**src/rtl/clock_reset_sequencer.sv**
```systemverilog
// PLL supervisor and reset sequencer.
// Pulses the PLL reset, then qualifies the lock input: it is synchronised,
// required to be stable for a window, and retried after a timeout. Domain
// resets are then released one at a time in ascending order. Losing lock
// after release re-asserts every domain reset, counts the event and
// restarts the PLL.
module clock_reset_sequencer #(
    parameter int N_DOMAINS           = 2,
    parameter int PLL_RST_CYCLES      = 8,
    parameter int LOCK_TIMEOUT_CYCLES = 65536,
    parameter int LOCK_STABLE_CYCLES  = 1024,
    parameter int RELEASE_GAP_CYCLES  = 16,
    parameter int CNT_W               = 17
) (
    input  logic                 i_clk,
    input  logic                 i_reset_n,
    input  logic                 i_pll_locked,
    output logic                 o_pll_reset,
    output logic [N_DOMAINS-1:0] o_domain_reset,
    output logic                 o_all_ready,
    output logic [7:0]           o_lock_lost_count,
    output logic [2:0]           o_state
);

    localparam int IDX_W = (N_DOMAINS > 1) ? $clog2(N_DOMAINS) : 1;
    localparam logic [N_DOMAINS-1:0] DOM_ALL = {N_DOMAINS{1'b1}};
    localparam logic [N_DOMAINS-1:0] DOM_ONE = N_DOMAINS'(1);

    typedef enum logic [2:0] {
        PLL_RST   = 3'd0,
        WAIT_LOCK = 3'd1,
        STABLE    = 3'd2,
        RELEASE   = 3'd3,
        RUN       = 3'd4
    } state_t;

    state_t               state_q, state_d;
    logic [CNT_W-1:0]     cnt_q, cnt_d;
    logic [IDX_W-1:0]     idx_q, idx_d;     // next domain index to release
    logic [N_DOMAINS-1:0] dom_q, dom_d;
    logic                 ready_q, ready_d;
    logic [7:0]           lost_q, lost_d;
    logic                 pll_rst_q;
    logic                 sync1_q, locked_s;

    // Two-flop synchroniser for the asynchronous lock input.
    always_ff @(posedge i_clk or negedge i_reset_n) begin
        if (!i_reset_n) begin
            sync1_q  <= 1'b0;
            locked_s <= 1'b0;
        end else begin
            sync1_q  <= i_pll_locked;
            locked_s <= sync1_q;
        end
    end

    // State and registered outputs.
    always_ff @(posedge i_clk or negedge i_reset_n) begin
        if (!i_reset_n) begin
            state_q   <= PLL_RST;
            cnt_q     <= '0;
            idx_q     <= '0;
            dom_q     <= DOM_ALL;
            ready_q   <= 1'b0;
            lost_q    <= 8'd0;
            pll_rst_q <= 1'b1;
        end else begin
            state_q   <= state_d;
            cnt_q     <= cnt_d;
            idx_q     <= idx_d;
            dom_q     <= dom_d;
            ready_q   <= ready_d;
            lost_q    <= lost_d;
            pll_rst_q <= (state_d == PLL_RST);
        end
    end

    // Next-state logic; lock loss in RELEASE/RUN takes priority over release.
    always_comb begin
        state_d = state_q;
        cnt_d   = cnt_q;
        idx_d   = idx_q;
        dom_d   = dom_q;
        ready_d = ready_q;
        lost_d  = lost_q;
        case (state_q)
            PLL_RST: begin
                if (cnt_q == CNT_W'(PLL_RST_CYCLES - 1)) begin
                    state_d = WAIT_LOCK;
                    cnt_d   = '0;
                end else begin
                    cnt_d = cnt_q + CNT_W'(1);
                end
            end
            WAIT_LOCK: begin
                if (locked_s) begin
                    state_d = STABLE;
                    cnt_d   = '0;
                end else if (cnt_q == CNT_W'(LOCK_TIMEOUT_CYCLES - 1)) begin
                    state_d = PLL_RST;
                    cnt_d   = '0;
                end else begin
                    cnt_d = cnt_q + CNT_W'(1);
                end
            end
            STABLE: begin
                if (!locked_s) begin
                    // A glitch before release only restarts qualification.
                    state_d = WAIT_LOCK;
                    cnt_d   = '0;
                end else if (cnt_q == CNT_W'(LOCK_STABLE_CYCLES - 1)) begin
                    cnt_d    = '0;
                    dom_d[0] = 1'b0;
                    idx_d    = IDX_W'(1);
                    if (N_DOMAINS == 1) begin
                        state_d = RUN;
                        ready_d = 1'b1;
                    end else begin
                        state_d = RELEASE;
                    end
                end else begin
                    cnt_d = cnt_q + CNT_W'(1);
                end
            end
            RELEASE, RUN: begin
                if (!locked_s) begin
                    state_d = PLL_RST;
                    cnt_d   = '0;
                    idx_d   = '0;
                    dom_d   = DOM_ALL;
                    ready_d = 1'b0;
                    if (lost_q != 8'hFF) begin
                        lost_d = lost_q + 8'd1;
                    end
                end else if (state_q == RELEASE) begin
                    if (cnt_q == CNT_W'(RELEASE_GAP_CYCLES - 1)) begin
                        cnt_d = '0;
                        dom_d = dom_q & ~(DOM_ONE << idx_q);
                        idx_d = idx_q + IDX_W'(1);
                        if (idx_q == IDX_W'(N_DOMAINS - 1)) begin
                            state_d = RUN;
                            ready_d = 1'b1;
                        end
                    end else begin
                        cnt_d = cnt_q + CNT_W'(1);
                    end
                end
            end
            default: begin
                state_d = PLL_RST;
                cnt_d   = '0;
                idx_d   = '0;
                dom_d   = DOM_ALL;
                ready_d = 1'b0;
            end
        endcase
    end

    assign o_pll_reset       = pll_rst_q;
    assign o_domain_reset    = dom_q;
    assign o_all_ready       = ready_q;
    assign o_lock_lost_count = lost_q;
    assign o_state           = state_q;

endmodule
```
**config.mk**
```make
export PLATFORM = sky130hd
export DESIGN_NAME = clock_reset_sequencer
export DESIGN_NICKNAME = d
export VERILOG_FILES = /design/src/rtl/clock_reset_sequencer.sv
export SDC_FILE = /design/constraint.sdc
export NUM_CORES = 1
export LEC_CHECK = 0
export ABC_AREA = 1
export BUFFER_PORTS_ARGS = -buffer_cell sky130_fd_sc_hd__buf_2
export CAP_MARGIN = 20
export CELL_PAD_IN_SITES_DETAIL_PLACEMENT = 0
export CELL_PAD_IN_SITES_GLOBAL_PLACEMENT = 2
export CORE_MARGIN = 2
export CORE_UTILIZATION = 25
export DETAILED_ROUTE_END_ITERATION = 16
export PLACE_DENSITY_LB_ADDON = 0.3
export SYNTH_ARGS = -nofsm -noshare
export SYNTH_HDL_FRONTEND = slang
export SYNTH_SLANG_ARGS = --single-unit
```
**constraint.sdc**
```tcl
create_clock -name i_clk -period 3.6 [get_ports i_clk]
set_input_delay 1.08 -clock i_clk [delete_from_list [all_inputs] [get_ports i_clk]]
set_output_delay 1.08 -clock i_clk [all_outputs]
set_load 0.01 [all_outputs]
```
=== Word level (Yosys, flattened, before mapping) ===
Index checks and enable logic that the tools add are counted.

* Bits in registers: 35
* Input port bits: 3
* Output and inout port bits: 15
* Logic and storage cells: 79

* Add/subtract/negate cells: 3
* Equal/unequal tests: 14
* Shift-type cells: 1
* Multiplexer cells: 37
* Bitwise logic cells: 5
* Reductions and logical operators: 9

{| class="wikitable"
|+ Operator list
! kind !! count
|-
| 17-bit two-way mux || 8
|-
| 17-bit case mux with 4 select lines || 1
|-
| 3-bit two-way mux || 9
|-
| 17-bit by 1-bit adder with 17-bit output (second input constant) || 1
|-
| 17-bit by 10-bit equality test with 1-bit output (second input constant) || 1
|-
| 17-bit by 16-bit equality test with 1-bit output (second input constant) || 1
|-
| 17-bit by 3-bit equality test with 1-bit output (second input constant) || 1
|-
| 17-bit by 4-bit equality test with 1-bit output (second input constant) || 1
|-
| 3-bit case mux with 4 select lines || 1
|-
| 1-bit two-way mux || 11
|-
| 3-bit inequality test (second input constant) || 3
|-
| 8-bit by 1-bit adder with 8-bit output (second input constant) || 1
|-
| 8-bit inequality test (second input constant) || 1
|-
| 3-bit by 2-bit equality test with 1-bit output (second input constant) || 2
|-
| 3-bit logical NOT || 2
|-
| 2-bit two-way mux || 3
|-
| 1-bit case mux with 3 select lines || 2
|-
| 3-bit AND reduction || 2
|-
| 5-bit AND reduction || 1
|-
| 2-bit inequality test (second input constant) || 2
|-
| 1-bit case mux with 2 select lines || 2
|-
| 4-bit AND reduction || 1
|-
| 2-bit OR reduction || 2
|-
| 3-bit by 1-bit equality test with 1-bit output (second input constant) || 1
|-
| other kinds (7) || 9
|}

=== Depth between registers and ports, before layout ===
* Depth in word-level cells: 7
* Gate-level depth with buffers: 14
* Gate-level depth less buffers: 14

=== Worst setup path after synthesis ===
No wires, ideal clock.

* Kind: reg2reg
* Start: register cnt_q[0]
* End: register cnt_q[3]
* Setup time: 0.122 ns
* Arrival time: 2.004 ns
* Required time: 3.478 ns
* Setup slack: 1.474 ns
* Stages on the path, launching flop included: 14
* Path buffers: 0
* Clock period less this slack: 2.126 ns
* Cells stage by stage: dfrtp_1 ha_1 nand3_2 nor3_4 nand2_1 nor2_1 nand3_1 nor2_1 ha_1 inv_1 nand3_1 nand4_4 nand2_4 o21ai_2

* Longest elaborated chain between the ends: 5
* Elaborated cells on any way between the ends: 14
* Classes of those cells: add/sub: 1; eq/ne: 4; mux: 9

{| class="wikitable"
|+ Ends and longest elaborated chain
! what !! RTL line !! text
|-
| start, declared || 38 || <nowiki>logic [CNT_W-1:0] cnt_q, cnt_d;</nowiki>
|-
| start signal, assigned || 69 || <nowiki>cnt_q <= cnt_d;</nowiki>
|-
| 17-bit by 1-bit adder with 17-bit output or 17-bit by 4-bit equality test with 1-bit output (tied branches) || -- ||
|-
| 17-bit two-way mux || 136 || <nowiki>if (cnt_q == CNT_W'(RELEASE_GAP_CYCLES - 1)) begin</nowiki>
|-
| 17-bit two-way mux || 135 || <nowiki>end else if (state_q == RELEASE) begin</nowiki>
|-
| 17-bit two-way mux || 126 || <nowiki>if (!locked_s) begin</nowiki>
|-
| 17-bit case mux with 4 select lines (*) || 86 || <nowiki>case (state_q)</nowiki>
|}

Every way passes the cells marked *; elsewhere a longest branch is shown, timed or not. The select of a mux whose other input is x is not followed.
A chain may end at the register's enable or synchronous reset.

=== Worst setup path in the final report ===
* Start: register cnt_q[0]
* End: register cnt_q[13]

Same word-level chain as after synthesis.

==> out/results.tsv <==
stage	metric	value	unit
route	routed vias	1702	
finish	number of fill cells in the layout	913	
sta	fmax	397	MHz
worst_setup_path	worst path buffer plus inverter count	1	
logic_synthesis	Seq cells post-synth	35	
clock_tree	post_cts resized	0	
logic_synthesis	Synth Area in XOR/XNOR	0.0584	
placed_design	hpwl dp	3.53	mm
route	Vias/cell	4.42	
logic_synthesis	Cell variety after synth	35	
finish	Final Cell Area	2400	um^2
logic_synthesis	Synth Area in Adders	0.0239	
clock_tree	Clock transition at path regs	80	ps
sta	Post-Route Setup TNS	0	ps
floorplanning	initial core utilization	0.257	
floorplanning	die width	95.6	um
sta	Tightest Pin Transition	817	ps
status	outcome	finished clean	
route	ANT nets after route	0	
clock_tree	clock buffer depth	2	
clock_tree	Post-CTS Setup Bufs	0	
clock_tree	H-tree depth	2	
clock_tree	Worst-Skew Late Latency	290	ps
worst_setup_path	Reg2Reg Depth	13	
global_routing	initial antenna violation count	0	
worst_setup_path	crit path DAT	2700	ps
finish	share of post-route cells with drive strength above 1	0.214	
route	drt pass-1 iters	4	
worst_setup_path	CP peak stage delay	410	ps
logic_synthesis	largest family of logic cells by synthesized area	simple AND/OR/NAND/NOR gates	
sta	final slew viol count	0	
route	final WL	4.81	mm
global_routing	first-pass GRT wire length	8.10	mm
worst_setup_path	reg2reg setup slack	1080	ps
finish	Post-Route Utilization	0.293	
worst_setup_path	crit start category	flip-flop	
logic_synthesis	post-synthesis sequential area ratio	0.419	
logic_synthesis	post-synthesis mux area share	0.0101	
route	Avg WL per Cell	12.5	um
logic_synthesis	Netlist Area Pre-Place	2100	um^2
placed_design	DP Area	2290	um^2
logic_synthesis	synthesis warning total	0	
clock_tree	root cell of the clock tree	clkbuf_8	
logic_synthesis	Syn Inst Count	259	
global_routing	met1 global-route usage	0.153	
sta	slew margin rel.	0.455	
worst_setup_path	required time of the critical path	3780	ps
logic_synthesis	Post-Synth Simple-Gate Area	0.330	
run	max-cap viol count	0	
logic_synthesis	Synthesized Nets	266	
clock_tree	TritonCTS Buffers	5	
sta	Final setup viols	0	
floorplanning	die area	9140	um^2
clock_tree	Sink Count	35	
floorplanning	# IOs	18	
clock_tree	cts hold-fix bufs	0	
worst_setup_path	worst-path fanout max	9	
global_routing	Total GRT Usage	0.116	
global_routing	met3 Use GR	0.0213	
worst_hold_path	hold-critical path endpoint	locked_s$_DFF_PN0_	
worst_hold_path	Hold Startpoint	sync1_q$_DFF_PN0_	
finish	ANT cells	0	
global_routing	Top Usage Layer GRT	met2	
floorplanning	Die Ht	95.6	um
placed_design	Port Buffers	17	
sta	Setup Skew	8.07	ps
finish	Area Overhead vs Synth	14.3	%
global_routing	largest net degree at the start of global routing	36	
global_routing	Remaining Overflow, GRT	0	
route	# DRC	0	
floorplanning	row count	33	
worst_setup_path	crit-path cells	ha_1 -> nand3_2 -> nor3_4 -> nand2_1 -> nor2_1 -> nand3_1 -> nor2_1 -> ha_1 -> inv_1 -> nand3_1 -> nand4_4 -> nand2_4 -> o21ai_2	
worst_hold_path	Hold Crit Class	reg2reg	
finish	Nets	286	
power_and_ir_drop	Pwr Density	550	nW/um^2
logic_synthesis	Compound-Gate Fraction of Synth Area	0.0912	
worst_setup_path	Worst path slowest cell	dfrtp_1	
worst_setup_path	Setup crit end kind	flip-flop	
worst_hold_path	hold path depth	0	
floorplanning	core area	8180	um^2
worst_setup_path	Setup CP Type	reg2reg	
power_and_ir_drop	Lkg Pwr	1.15	nW
worst_setup_path	Crit Reg-Reg Endpoint	cnt_q[13]$_DFFE_PN0P_	
global_routing	vias in the first global route	1657	
worst_setup_path	R2R Path Start	cnt_q[0]$_DFFE_PN0P_	
power_and_ir_drop	VDD IR max	0.000210	V
sta	RSZ-0062 raised after global routing	false	
route	initial drt markers	81	
placed_design	GP Congestion	0.778	
global_routing	routing usage on met2	0.193	
worst_setup_path	cell class contributing the biggest share of worst-path delay	simple AND/OR/NAND/NOR gates	
logic_synthesis	syn_area_per_cell	8.10	um^2
sta	final cycle utilization of the critical path	0.700	
sta	min cycle time layout	2520	ps
sta	Fin. Hold Viols	0	
clock_tree	TritonCTS clock tree	built	
-- area by class of cell --
type	instances	area [um^2]	share of cell area
clock buffer	5	68.8	0.0287
clock inverter	3	43.8	0.0183
inverter	28	105	0.0438
multi-input combinational	191	1080	0.449
sequential	35	880	0.367
tap	105	131	0.0548
timing repair buffer	18	92.6	0.0386
-- worst max path at each step --
stage / start / to / cells after the start
floorplan: cnt_q[0]$_DFFE_PN0P_ / cnt_q[3]$_DFFE_PN0P_ / 13
global placement: cnt_q[0]$_DFFE_PN0P_ / cnt_q[2]$_DFFE_PN0P_ / 13
detailed placement: cnt_q[0]$_DFFE_PN0P_ / cnt_q[4]$_DFFE_PN0P_ / 13
CTS: cnt_q[0]$_DFFE_PN0P_ / cnt_q[4]$_DFFE_PN0P_ / 13
global route: cnt_q[0]$_DFFE_PN0P_ / cnt_q[0]$_DFFE_PN0P_ / 13
finish: cnt_q[0]$_DFFE_PN0P_ / cnt_q[13]$_DFFE_PN0P_ / 13
-- logic make-up after synthesis --
kind of cell | after synthesis
AND/OR/NAND/NOR | 141
flip-flops | 35
buffers and inverters | 33
AO/OA/AOI/OAI | 30
XOR/XNOR | 14
adder cells (fa/ha/maj) | 4
multiplexers | 2
-- synthesized netlist by cell type --
| master | number | share of area |
|---|---|---|
| nor2_1 | 29 | 0.052 |
| o21ai_0 | 5 | 0.012 |
| mux2_2 | 1 | 0.0054 |
| nand2_2 | 3 | 0.0089 |
| a21boi_1 | 1 | 0.0036 |
| or2_0 | 1 | 0.0030 |
| nand4_1 | 6 | 0.018 |
| nand2_4 | 1 | 0.0054 |
| nand3_1 | 16 | 0.038 |
| a21oi_1 | 13 | 0.031 |
| o21ai_2 | 6 | 0.025 |
| a31oi_1 | 2 | 0.0060 |
| nor3_4 | 1 | 0.0078 |
| clkbuf_1 | 1 | 0.0018 |
| buf_6 | 2 | 0.011 |
| inv_1 | 26 | 0.047 |
| nand2_1 | 62 | 0.11 |
| nor3_1 | 5 | 0.012 |
| nor2_4 | 2 | 0.011 |
| inv_2 | 2 | 0.0036 |
| buf_2 | 2 | 0.0048 |
| dfrtp_1 | 32 | 0.38 |
| o2111ai_1 | 1 | 0.0042 |
| nor2_2 | 7 | 0.021 |
| dfstp_2 | 3 | 0.038 |
| nor3b_1 | 1 | 0.0036 |
| mux2i_1 | 1 | 0.0048 |
| xor2_1 | 10 | 0.042 |
| nand3_2 | 4 | 0.019 |
| a21boi_0 | 1 | 0.0036 |
| nand4_4 | 1 | 0.010 |
| ha_1 | 4 | 0.024 |
| xnor2_1 | 4 | 0.017 |
| a22oi_2 | 1 | 0.0060 |
| nor3_2 | 2 | 0.0095 |
-- placed cells by master (no fill, tap or decap), drive strengths merged, types with 5 or more instances in the layout --
cell type | netlist | routed
nor2 | 38 | 38
nand3 | 20 | 20
nand2 | 66 | 66
nand4 | 7 | 7
xor2 | 10 | 10
o21ai | 11 | 11
clkbuf | 1 | 5
buf | 4 | 18
nor3 | 8 | 8
inv | 28 | 28
dfrtp | 32 | 32
a21oi | 13 | 13
-- routing by layer --
metal / vias up / part of all wire
met5: - / 0
met2: 20 / 0.46
met3: 5 / 0.021
met4: 0 / 0.015
li1: 877 / -
met1: 800 / 0.50
-- state kept, by name (all words and copies together) (netlist names) --
name / cells
sync1_q: 1
cnt_q: 17
o_lock_lost_count: 8
o_state: 3
o_all_ready: 1
locked_s: 1
o_pll_reset: 1
o_domain_reset: 2
idx_q: 1
-- power by group --
part	switching, mW	internal, mW	leakage [nW]
Clock	0.159	0.206	0.0581
Sequential	0.0777	0.470	0.461
Combinational	0.250	0.155	0.634
-- metrics by stage --
| step | std cells | hold WS, ps | total power [mW] | worst slack (ps) |
|---|---|---|---|---|
| 5_1_grt | 385 | 379 | 1.42 | 825 |
| 2_1_floorplan | 259 | 331 | 0.853 | 1470 |
| 3_3_place_gp | 377 | 340 | 0.977 | 1190 |
| 6_report | 385 | 360 | 1.32 | 1080 |
| 3_5_place_dp | 377 | 340 | 0.974 | 1080 |
| 4_1_cts | 385 | 360 | 1.34 | 1060 |
Power figures use the tool's default switching activity.
